--- config.mk ---
export PLATFORM = sky130hd
export DESIGN_NAME = spi_xfer_ctrl
export DESIGN_NICKNAME = d
export VERILOG_FILES = /design/src/rtl/spi_xfer_ctrl.sv
export SDC_FILE = /design/constraint.sdc
export NUM_CORES = 1
export LEC_CHECK = 0
export BUFFER_PORTS_ARGS = -buffer_cell sky130_fd_sc_hd__buf_2
export CORE_UTILIZATION = 45
export CTS_CLUSTER_DIAMETER = 150
export DETAILED_ROUTE_END_ITERATION = 10
export HOLD_SLACK_MARGIN = 0.12
export PLACE_DENSITY = 0.69
export SLEW_MARGIN = 20
export SYNTH_ARGS = -nofsm -noshare
export SYNTH_HDL_FRONTEND = slang
export SYNTH_SLANG_ARGS = --single-unit
--- constraint.sdc ---
create_clock -name wb_clk_in -period 2.45 [get_ports wb_clk_in]
set_clock_uncertainty 0.1 [all_clocks]
set_input_delay 0.245 -clock wb_clk_in [delete_from_list [all_inputs] [get_ports wb_clk_in]]
set_output_delay 0.245 -clock wb_clk_in [all_outputs]
set_load 0.01 [all_outputs]
--- src/rtl/spi_xfer_ctrl.sv ---
// spi_xfer_ctrl: transfer sequencer for the SPI master.
// Frames one character of char_len bits by counting the clock generator's
// cpol_1 pulses, drives tip/last_clk into the clock generator, wraps the
// character with slave-select setup/hold guard time and pulses done at the end.
//
// Ports:
//   wb_clk_in  wishbone clock (sole clock)
//   wb_rst     synchronous active-high reset
//   go         start request, level, only looked at in IDLE
//   char_len   bits per character (0 means 2**CHAR_LEN_W), latched at start
//   ass        automatic slave select enable
//   ss_sel     slave-select mask (1 = select line)
//   cpol_1     clock generator pulse one cycle before each falling sclk toggle
//   tip        transfer in progress (to clock generator)
//   last_clk   blocks the clock generator's next rising toggle
//   ss_pad_o   slave selects, active-low, registered
//   busy       high in every state except IDLE
//   bit_cnt    bits remaining in the current character
//   done       one-cycle pulse at the end of a transfer
//
// Optional build macro SPI_XFER_IRQ_EN adds ie/irq_ack inputs and a sticky
// irq output that sets on done (when ie=1) and clears on irq_ack.
//
// state | meaning
// IDLE  | waiting for go
// SETUP | SS asserted, waiting SETUP_CYC cycles before tip
// XFER  | tip high, counting cpol_1 pulses down to zero
// HOLD  | SS still asserted for HOLD_CYC cycles after the last falling sclk
// DONE  | one-cycle done pulse, back to IDLE
module spi_xfer_ctrl #(
  parameter int CHAR_LEN_W = 7,
  parameter int SS_NB      = 8,
  parameter int SETUP_CYC  = 2,
  parameter int HOLD_CYC   = 2
) (
  input  logic                  wb_clk_in,
  input  logic                  wb_rst,
  input  logic                  go,
  input  logic [CHAR_LEN_W-1:0] char_len,
  input  logic                  ass,
  input  logic [SS_NB-1:0]      ss_sel,
  input  logic                  cpol_1,
`ifdef SPI_XFER_IRQ_EN
  input  logic                  ie,
  input  logic                  irq_ack,
  output logic                  irq,
`endif
  output logic                  tip,
  output logic                  last_clk,
  output logic [SS_NB-1:0]      ss_pad_o,
  output logic                  busy,
  output logic [CHAR_LEN_W:0]   bit_cnt,
  output logic                  done
);

  typedef enum logic [2:0] {
    ST_IDLE,
    ST_SETUP,
    ST_XFER,
    ST_HOLD,
    ST_DONE
  } state_t;

  localparam int SETUP_LD_I = (SETUP_CYC > 0) ? SETUP_CYC - 1 : 0;
  localparam int HOLD_LD_I  = (HOLD_CYC > 0) ? HOLD_CYC - 1 : 0;
  localparam logic [3:0] SETUP_LD = SETUP_LD_I[3:0];
  localparam logic [3:0] HOLD_LD  = HOLD_LD_I[3:0];
  localparam logic [CHAR_LEN_W:0] FULL_LEN = {1'b1, {CHAR_LEN_W{1'b0}}};
  localparam logic [CHAR_LEN_W:0] CNT_ONE  = {{CHAR_LEN_W{1'b0}}, 1'b1};

  state_t                state, state_nxt;
  logic [3:0]            guard_cnt, guard_nxt;
  logic [CHAR_LEN_W:0]   bit_cnt_nxt;
  logic [SS_NB-1:0]      ss_lat, ss_lat_nxt;
  logic [SS_NB-1:0]      ss_nxt;
  logic                  ss_active_nxt;

  // Guard counter is a down-counter loaded with N-1 on entry; the state
  // leaves when it reads zero, giving exactly N cycles of dwell.
  always_comb begin
    state_nxt   = state;
    guard_nxt   = guard_cnt;
    bit_cnt_nxt = bit_cnt;
    ss_lat_nxt  = ss_lat;
    case (state)
      ST_IDLE: begin
        if (go) begin
          bit_cnt_nxt = (char_len == '0) ? FULL_LEN : {1'b0, char_len};
          ss_lat_nxt  = ss_sel;
          if (SETUP_CYC > 0) begin
            state_nxt = ST_SETUP;
            guard_nxt = SETUP_LD;
          end else begin
            state_nxt = ST_XFER;
          end
        end
      end
      ST_SETUP: begin
        if (guard_cnt == 4'd0) state_nxt = ST_XFER;
        else                   guard_nxt = guard_cnt - 4'd1;
      end
      ST_XFER: begin
        // The decrement to zero lands on the clock generator's final falling
        // toggle; last_clk then holds off any further rising edge until tip drops.
        if (bit_cnt == '0) begin
          if (HOLD_CYC > 0) begin
            state_nxt = ST_HOLD;
            guard_nxt = HOLD_LD;
          end else begin
            state_nxt = ST_DONE;
          end
        end else if (cpol_1) begin
          bit_cnt_nxt = bit_cnt - CNT_ONE;
        end
      end
      ST_HOLD: begin
        if (guard_cnt == 4'd0) state_nxt = ST_DONE;
        else                   guard_nxt = guard_cnt - 4'd1;
      end
      ST_DONE: state_nxt = ST_IDLE;
      default: state_nxt = ST_IDLE;
    endcase
  end

  // Slave selects are computed from the next state so the pins move on the
  // same edge as the state register.
  always_comb begin
    ss_active_nxt = (state_nxt == ST_SETUP) || (state_nxt == ST_XFER) ||
                    (state_nxt == ST_HOLD);
    if (ass) ss_nxt = ss_active_nxt ? ~ss_lat_nxt : '1;
    else     ss_nxt = ~ss_sel;
  end

  always_ff @(posedge wb_clk_in) begin
    if (wb_rst) begin
      state     <= ST_IDLE;
      guard_cnt <= 4'd0;
      bit_cnt   <= '0;
      ss_lat    <= '0;
      tip       <= 1'b0;
      busy      <= 1'b0;
      done      <= 1'b0;
      ss_pad_o  <= '1;
    end else begin
      state     <= state_nxt;
      guard_cnt <= guard_nxt;
      bit_cnt   <= bit_cnt_nxt;
      ss_lat    <= ss_lat_nxt;
      tip       <= (state_nxt == ST_XFER);
      busy      <= (state_nxt != ST_IDLE);
      done      <= (state_nxt == ST_DONE);
      ss_pad_o  <= ss_nxt;
    end
  end

  assign last_clk = tip & (bit_cnt == '0);

`ifdef SPI_XFER_IRQ_EN
  // Set has priority over acknowledge.
  always_ff @(posedge wb_clk_in) begin
    if (wb_rst)             irq <= 1'b0;
    else if (done && ie)    irq <= 1'b1;
    else if (irq_ack)       irq <= 1'b0;
  end
`endif

endmodule

==> impl_metrics.xml <==
<?xml version="1.0" encoding="UTF-8"?>
<metrics>
  <group name="job">
    <metric name="max_cap_viol_count" unit="">0</metric>
  </group>
  <group name="hold_path">
    <metric name="worst_hold_path_type" unit="">in -&gt; reg</metric>
    <metric name="hold_path_depth" unit="">4</metric>
  </group>
  <group name="cells_and_area">
    <metric name="fin_util" unit="%">59.9</metric>
    <metric name="number_of_antenna_cells_inserted" unit="">0</metric>
    <metric name="drive_gt1_share" unit="%">27.8</metric>
    <metric name="finish.cell_count_without_fillers" unit="">276</metric>
    <metric name="area_growth" unit="%">25.6</metric>
    <metric name="layout.nets" unit="">251</metric>
  </group>
  <group name="grt">
    <metric name="global_route.usage.total" unit="%">22.2</metric>
    <metric name="first_global_vias" unit="">1413</metric>
    <metric name="grt_pass1_wl" unit="µm">6080</metric>
    <metric name="grt_ovf" unit="">0</metric>
    <metric name="number_of_antenna_violations_at_the_first_check_in_global_routing" unit="">0</metric>
    <metric name="grt_max_degree" unit="">28</metric>
  </group>
  <group name="setup_path">
    <metric name="worstSetupStartpointType" unit="">flop</metric>
    <metric name="crit_required" unit="ns">2.63</metric>
    <metric name="r2r_depth" unit="">4</metric>
    <metric name="crit_fanout" unit="">14</metric>
    <metric name="setup.worst_path.class" unit="">reg -&gt; reg</metric>
    <metric name="timing.critical_path.arrival" unit="ns">2.39</metric>
    <metric name="critPathCaptureType" unit="">flop</metric>
  </group>
  <group name="clock_network">
    <metric name="cts-root-to-sink-buffers" unit="">2</metric>
    <metric name="htree_levels" unit="">2</metric>
    <metric name="clk_pin_slew" unit="ns">0.11</metric>
    <metric name="numCtsBuffers" unit="">5</metric>
    <metric name="worst_skew_pair.late_latency" unit="ns">0.35</metric>
    <metric name="cts_tree" unit="">yes</metric>
    <metric name="root_buffer_cell" unit="">clkbuf_4</metric>
    <metric name="cts.repair.resized" unit="">0</metric>
    <metric name="clock-sinks" unit="">34</metric>
  </group>
  <group name="route">
    <metric name="drc" unit="">0</metric>
    <metric name="final_antenna_net_count" unit="">0</metric>
    <metric name="drt_pre_antenna_iters" unit="">4</metric>
    <metric name="avgViaCountPerCell" unit="">5.50</metric>
    <metric name="drt_first_iter_violations" unit="">79</metric>
    <metric name="via_count" unit="">1519</metric>
    <metric name="post_drt_wl_per_cell" unit="µm">14.0</metric>
    <metric name="finalWirelength" unit="µm">3870</metric>
  </group>
  <group name="logic_synthesis">
    <metric name="synth_most_common_cell" unit="">dfxtp_1</metric>
    <metric name="number_of_distinct_standard_cells_referenced_by_the_synthesized_netlist" unit="">44</metric>
    <metric name="synth_ff_type" unit="">dfxtp_1</metric>
    <metric name="async_reset_ff_share" unit="%">0</metric>
    <metric name="mappedNetlistNets" unit="">200</metric>
    <metric name="synth.top_cells.by_area" unit="">dfxtp_1, nand2_1, a21oi_1</metric>
    <metric name="synth-edff-count" unit="">0</metric>
    <metric name="netlist.top_cell.by_area" unit="">dfxtp_1</metric>
    <metric name="yosysSeqAreaShare" unit="%">42.5</metric>
    <metric name="synth_top_cell_area_share" unit="%">42.5</metric>
    <metric name="synthTopCellsByCount" unit="">dfxtp_1, nand2_1, a21oi_1, nand3_1</metric>
    <metric name="synthesis.area" unit="µm²">1600</metric>
    <metric name="synth_warnings" unit="">0</metric>
    <metric name="avgSynthCellArea" unit="µm²">9.00</metric>
    <metric name="ys_ff_latch" unit="">34</metric>
    <metric name="syn-instance-count" unit="">178</metric>
  </group>
  <group name="die">
    <metric name="core_area" unit="µm²">3360</metric>
    <metric name="initial_core_util" unit="%">47.7</metric>
    <metric name="num_rows" unit="">21</metric>
    <metric name="fp.dieArea" unit="µm²">3800</metric>
    <metric name="fp.dieH" unit="µm">61.7</metric>
    <metric name="chip_width" unit="µm">61.7</metric>
    <metric name="io-pin-count" unit="">40</metric>
  </group>
  <group name="timing">
    <metric name="final.setup.tns" unit="ns">0</metric>
    <metric name="tightest_slew" unit="ns">0.596</metric>
    <metric name="timing.final.ws_setup" unit="ns">0.238</metric>
    <metric name="finalMaxSlewViolations" unit="">0</metric>
    <metric name="hold_viol" unit="">0</metric>
    <metric name="period_needed" unit="ns">2.21</metric>
    <metric name="rsz0062_at_grt" unit="">false</metric>
    <metric name="maxClockFrequency" unit="MHz">452</metric>
    <metric name="relSlewSlack" unit="%">60.0</metric>
    <metric name="whs" unit="ns">0.207</metric>
    <metric name="min_period_over_period" unit="%">90.3</metric>
    <metric name="setup_viol" unit="">0</metric>
  </group>
  <group name="power_and_ir_drop">
    <metric name="leakagePower" unit="µW">0.000816</metric>
    <metric name="peakVddDrop" unit="V">0.000624</metric>
    <metric name="total_power_divided_by_cell_area" unit="nW/µm²">1100</metric>
  </group>
  <group name="place">
    <metric name="place.port_buffers" unit="">39</metric>
    <metric name="gp_congestion" unit="">0.803</metric>
    <metric name="detailed_placement_wirelength_estimate" unit="µm">2670</metric>
    <metric name="placedCellCount" unit="">256</metric>
    <metric name="preCtsSetupSlack" unit="ns">0.255</metric>
  </group>
  <group name="run_status">
    <metric name="outcome" unit="">finished clean</metric>
  </group>
</metrics>
==> per-layer routing <==
metal | vias to the layer above | part of all wire (%) | global-route usage, %
met5 | - | 0 | 0
met4 | 0 | 0.96 | 8.25
met3 | 4 | 5.5 | 5.46
met2 | 39 | 49 | 37.9
met1 | 716 | 44 | 26.9
li1 | 760 | - | -
==> final cells by class <==
type	instances	area, µm²
clock buffer	6	51.3
clock inverter	2	12.5
fill	327	1350
inverter	8	30.0
multi-input combinational	124	828
sequential	34	681
tap	46	57.6
timing repair buffer	56	353
==> through the flow <==
| step | total power, µW | area, µm² |
|---|---|---|
| 2_1_floorplan | 1570 | 1600 |
| 3_3_place_gp | 1810 | 1830 |
| 3_5_place_dp | 1860 | 1830 |
| 4_1_cts | 2210 | 2010 |
| 5_1_grt | 2370 | 2010 |
| 6_report | 2210 | 2010 |
==> cell families (layout without fill, tap and decap cells) <==
| family | Yosys count | after routing | synth area share [%] |
|---|---|---|---|
| adders and majority gates | 2 | 2 | 1.56 |
| and+or+nand+nor | 70 | 70 | 23.4 |
| buffers and inverters | 20 | 72 | 6.25 |
| xor gates and xnor gates | 1 | 1 | 0.547 |
| DFF | 34 | 34 | 42.5 |
| AOI/OAI and AO/OA | 49 | 49 | 24.5 |
| muxes | 2 | 2 | 1.25 |
==> sequential cells by signal, indices dropped and copies added (netlist names) <==
| signal | flops |
|---|---|
| bit_cnt | 8 |
| ss_lat | 8 |
| ss_pad_o | 8 |
| guard_cnt | 4 |
| state | 3 |
| busy | 1 |
| done | 1 |
| tip | 1 |
==> power breakdown <==
| part | switching, µW | internal (µW) | total, µW |
|---|---|---|---|
| Combinational | 567 | 465 | 1030 |
| Clock | 195 | 138 | 333 |
| Sequential | 148 | 695 | 843 |
==> worst max-delay path: stages, from the launching register on <==
cell and delay (ns):
dfxtp_1 0.52, or3b_4 0.51, a211o_1 0.49, a221o_1 0.39
a21oi_1 0.15
==> path summary, 6_finish.rpt <==
path	to	slack [ns]	startpoint
worst min register to register	ss_pad_o[6]	0.34	ss_lat[6]
worst min-delay path	bit_cnt[1]	0.21	char_len[1]
worst max register to register	bit_cnt[1]	0.24	state[1]
worst max-delay path	bit_cnt[1]	0.24	state[1]
==> repair_timing <==
| action | 4_1_cts | 5_1_grt |
|---|---|---|
| hold endpoints to repair | 20 | 0 |
| setup endpoints to repair | 0 | 0 |
| setup buffers | 0 | 0 |
| hold buffers | 12 | 0 |
==> placed cells by master (no fill, tap or decap), drive strengths merged, types with 3 or more instances in the layout <==
master        n
a221o         3
dfxtp        34
nand3        10
a21oi        13
o2bb2ai       3
nor3          8
nor2          3
clkbuf        6
nand2        29
nor4          3
dlygate4sd3  12
nand2b        3
a221oi        3
inv           8
buf          44
a31oi         3
a22oi         8
a31o          3
Note: power is estimated with default switching activity, not from simulation.
